--- config.mk ---
export PLATFORM = sky130hd
export DESIGN_NAME = shiftreg_lfsr
export DESIGN_NICKNAME = d
export VERILOG_FILES = /design/src/rtl/shiftreg_pkg.sv /design/src/rtl/shiftreg_lfsr.sv
export SDC_FILE = /design/constraint.sdc
export NUM_CORES = 1
export LEC_CHECK = 0
export CAP_MARGIN = 10
export CELL_PAD_IN_SITES_DETAIL_PLACEMENT = 0
export CELL_PAD_IN_SITES_GLOBAL_PLACEMENT = 1
export CORE_UTILIZATION = 29
export CTS_CLUSTER_DIAMETER = 50
export DETAILED_ROUTE_END_ITERATION = 8
export GPL_TIMING_DRIVEN = 0
export PLACE_DENSITY_LB_ADDON = 0.1
export SLEW_MARGIN = 20
export SYNTH_ARGS = -nofsm -noshare
export SYNTH_HDL_FRONTEND = slang
export SYNTH_SLANG_ARGS = --single-unit
--- constraint.sdc ---
create_clock -name clk -period 2 [get_ports clk]
set_input_delay 0.4 -clock clk [delete_from_list [all_inputs] [get_ports clk]]
set_output_delay 0.4 -clock clk [all_outputs]
set_load 0.1 [all_outputs]
--- src/rtl/shiftreg_pkg.sv ---
// Shared definitions for the shift-register delay chain: checker FSM states,
// LFSR polynomial and seed, and the LFSR step function used by generator and checker.
package shiftreg_pkg;

  localparam int WIDTH = 8;
  localparam logic [WIDTH-1:0] LFSR_TAPS    = 8'hB8;  // bits 7,5,4,3
  localparam logic [WIDTH-1:0] DEFAULT_SEED = 8'hA5;

  typedef enum logic [1:0] {
    IDLE  = 2'd0,
    FILL  = 2'd1,
    CHECK = 2'd2,
    DONE  = 2'd3
  } state_t;

  // Fibonacci step: feedback is the XOR of the tapped bits, shifted in at bit 0.
  function automatic logic [WIDTH-1:0] lfsr_next(input logic [WIDTH-1:0] s);
    return {s[WIDTH-2:0], ^(s & LFSR_TAPS)};
  endfunction

endpackage

--- src/rtl/shiftreg_lfsr.sv ---
// LFSR word source; the upstream generator and the checker both instantiate this
// so their sequences cannot drift apart.
module shiftreg_lfsr
  import shiftreg_pkg::*;
#(
  parameter logic [WIDTH-1:0] RST_VAL = DEFAULT_SEED
) (
  input  logic             clk,
  input  logic             rst,
  input  logic             load,
  input  logic             step,
  input  logic [WIDTH-1:0] seed,
  output logic [WIDTH-1:0] q
);

  // load wins over step so a restart always begins from the seed
  always_ff @(posedge clk or posedge rst) begin
    if (rst) begin
      q <= RST_VAL;
    end else if (load) begin
      q <= seed;
    end else if (step) begin
      q <= lfsr_next(q);
    end
  end

endmodule

==> summary.txt <==
Critical path
  • Cell count along the critical path: 1
  • Worst reg-to-reg path cell count: 3
  • Startpoint type of the worst setup path: flip-flop
  • Crit Reg-Reg Startpoint: q[5]
  • Largest fanout on the critical path: 4
  • Slowest cell on crit path: dlygate4sd2_1
  • Cell breakdown of the critical path: dlygate4sd2_1
  • Kind of cell adding the most delay to the critical path: buffers and inverters
  • CP endpoint kind: output pin
  • CP required: between 1500 and 2000 ps
  • CP Class: flip-flop to output pin
  • R2R setup slack: around 930 ps
  • WP buf/inv: 1
  • Worst reg2reg endpoint: q[0]
  • CP peak stage delay: ~880 ps
  • Worst Path Arrival: about 1500 ps
  • Crit path from: q[3]
  • CP endpoint: q[3]

Yosys
  • Largest area contributor in the netlist: dfstp_2
  • Sequential area share after synthesis: between 50 and 60%
  • Ys Warns: 0
  • Unique cell type count in the Yosys netlist: 14
  • Top post-synthesis cells by area: dfstp_2 (26%), dfrtp_1 (25%), mux2i_1 (17%)
  • Synth Register Bits: 8
  • Cells after Synth: 39
  • Mapped cell area: 403 sq um
  • Syn Nets: 51
  • Top-area cell type share of the netlist area: 26.1%
  • Syn avg cell area: about 10 sq um

Timing
  • Final hold vios: 0
  • Final setup margin: approximately 77 ps
  • Max_slew headroom: 36.3%
  • Final setup fails: 0
  • Max-slew violation count: 0
  • Fmax: between 500 and 600 MHz
  • Period utilization: roughly 96%
  • Min cycle time layout: a little under 2000 ps
  • Unrepaired setup endpoints after global routing: false
  • Worst hold slack: between 300 and 400 ps
  • Slew @ Worst Pin: roughly 960 ps
  • Clock skew: 1.36 ps

Cells and area
  • Post-route cell area: around 620 sq um
  • Max reg flops: 8
  • Share of post-route cells with drive strength above 1: a little over a fifth
  • Antenna fix cells: 0
  • Net count, final: 74
  • Biggest regs: q: 8 flops
  • Most flops, register: q
  • Area grow syn2layout: 55.0%
  • Post-Route Utilization: between 40% and 50%

Pwr
  • Final Power: 0.000564 W
  • Cell Int Power: roughly 0.00032 W
  • Cell Pwr Density: 903 mW/mm^2
  • Net Switching: 0.000242 W
  • Leakage: approximately 0.28 nW
  • Maximum VDD drop: ~0.36 mV
  • Gate power share: 42.9%
  • Clock Power Share: about a fifth
  • Sequential share of power: roughly 36%
  • Net Sw Frac: a little over two fifths

Worst hold path
  • Worst Hold Class: input port to asynchronous set/reset pin

Drt
  • Initial drt markers: 0
  • Avg Vias per Cell: ~4.6
  • Detailed-route DRC error count: 0
  • Wire per inst: 11.3 microns
  • Drt pass-1 iters: 1
  • Post-route ant nets: 0
  • WL final: 845 microns
  • Vias: about 350

Place
  • Routability Congestion: a little over 0.7
  • Placed Instance Area: between 600 and 700 sq um
  • IO Port Bufs: 18
  • Setup WS pre-CTS: -86.9 ps

GRT
  • Vias in the first global route: between 300 and 400
  • Overflow after GRT: 0
  • Tot GR Track Use: 13.3%
  • Initial antenna violation count: 0
  • Largest net degree at the start of global routing: 11
  • First-pass GRT wire length: between 1000 and 1500 microns

Floorplanning
  • Rows: 13
  • Die height: 39.3 microns
  • Die Wd: 39.3 microns
  • Die footprint: ~0.0015 sq mm
  • Core footprint: between 0.001 and 0.0015 sq mm
  • I/O pin count: 20
  • Starting Density: 31.0%

Clock tree
  • Clock Pin Slew Worst Setup and Hold Paths: 50 ps
  • CTS Hold Bufs: 0
  • Clk root buf: clkbuf_4
  • Insertion delay to the later sink of the worst-skew pair: around 240 ps
  • CTS tree: done
  • Sink Count: 8
  • CTS Buf Count: 3
  • Post-CTS Setup Inserts: 0
  • Worst-case clock buffer depth: 2
  • H-tree Lvls: 1

Flow run
  • Total of max-cap violations: 0

Status
  • Status: finished clean
## worst reg2reg max path, stage by stage (launching register included)
cell	delay [ps]
dfstp_2	560
xor2_1	190
xnor2_1	90
o21ai_1	150
## cells in the final DEF, fill, tap and decap left out, drive strengths merged
cell,n
clkdlybuf4s50,10
o21ai,8
mux2i,7
nand2,7
clkdlybuf4s15,4
dlygate4sd2,4
dfstp,4
dfrtp,4
clkbuf,3
xor2,2
buf,2
xnor2,1
nand2b,1
nor3b,1
a21oi,1
inv,1
## cell families (layout without fill, tap and decap cells)
| group | count (synthesis) | in the layout | share of synthesized area, % |
|---|---|---|---|
| buffers and inverters | 3 | 24 | 4.04 |
| XOR/XNOR | 3 | 3 | 6.52 |
| AO/OA/AOI/OAI | 9 | 9 | 11.2 |
| flip-flops | 8 | 8 | 50.9 |
| AND/OR/NAND/NOR | 9 | 9 | 9.94 |
| multiplexers | 7 | 7 | 17.4 |
## worst min-delay path by stage
stage,endpoint,startpoint
floorplan,q[1],rst
global placement,q[2],q[2]
detailed placement,q[2],q[2]
CTS,q[6],rst
global route,q[3],rst
finish,q[4],rst
## through the flow
| stage | setup TNS (ps) | cells |
|---|---|---|
| final | 0 | 75 |
| after global routing | 0 | 75 |
| after CTS | 0 | 75 |
| after detailed placement | -254 | 72 |
| after global placement | -233 | 72 |
| after floorplan | 0 | 39 |
## area by class of cell
type                            instances  area (sq um)
Sequential cell                         8           205
Fill cell                             126           677
Clock buffer                            3          22.5
Timing Repair Buffer                   18           180
Tap cell                               15          18.8
Inverter                                1          3.75
Multi-Input combinational cell         28           181
Buffer                                  2          12.5
## power groups by stage
stage / clock network (W) / logic, W / registers [W]
floorplan: 0 / 0.0000473 / 0.000345
global placement: 0 / 0.000250 / 0.000207
detailed placement: 0 / 0.000252 / 0.000208
CTS: 0.000123 / 0.000244 / 0.000205
global route: 0.000133 / 0.000253 / 0.000208
finish: 0.000116 / 0.000242 / 0.000205
## cells in the mapped netlist (all sizes together)
cell type and number:
buf 2, o21ai 8, xnor2 1, a21oi 1, xor2 2, inv 1, nand2 7, nand2b 1
nor3b 1, dfstp 4, dfrtp 4, mux2i 7
## what timing repair did
action,4_1_cts,5_1_grt
endpoints found under the hold margin,0,0
resized for setup,16,0
endpoints found under the setup margin,8,0
## routing by layer
layer  vias to the layer above  wire (microns)  GRT usage, %
met5                         -               0             0
met4                         0               0          7.76
met3                         0              43          5.11
met2                        11             411          19.2
met1                       162             390          16.8
li1                        174               -             -
No activity file was read; power rests on OpenSTA's default activity.
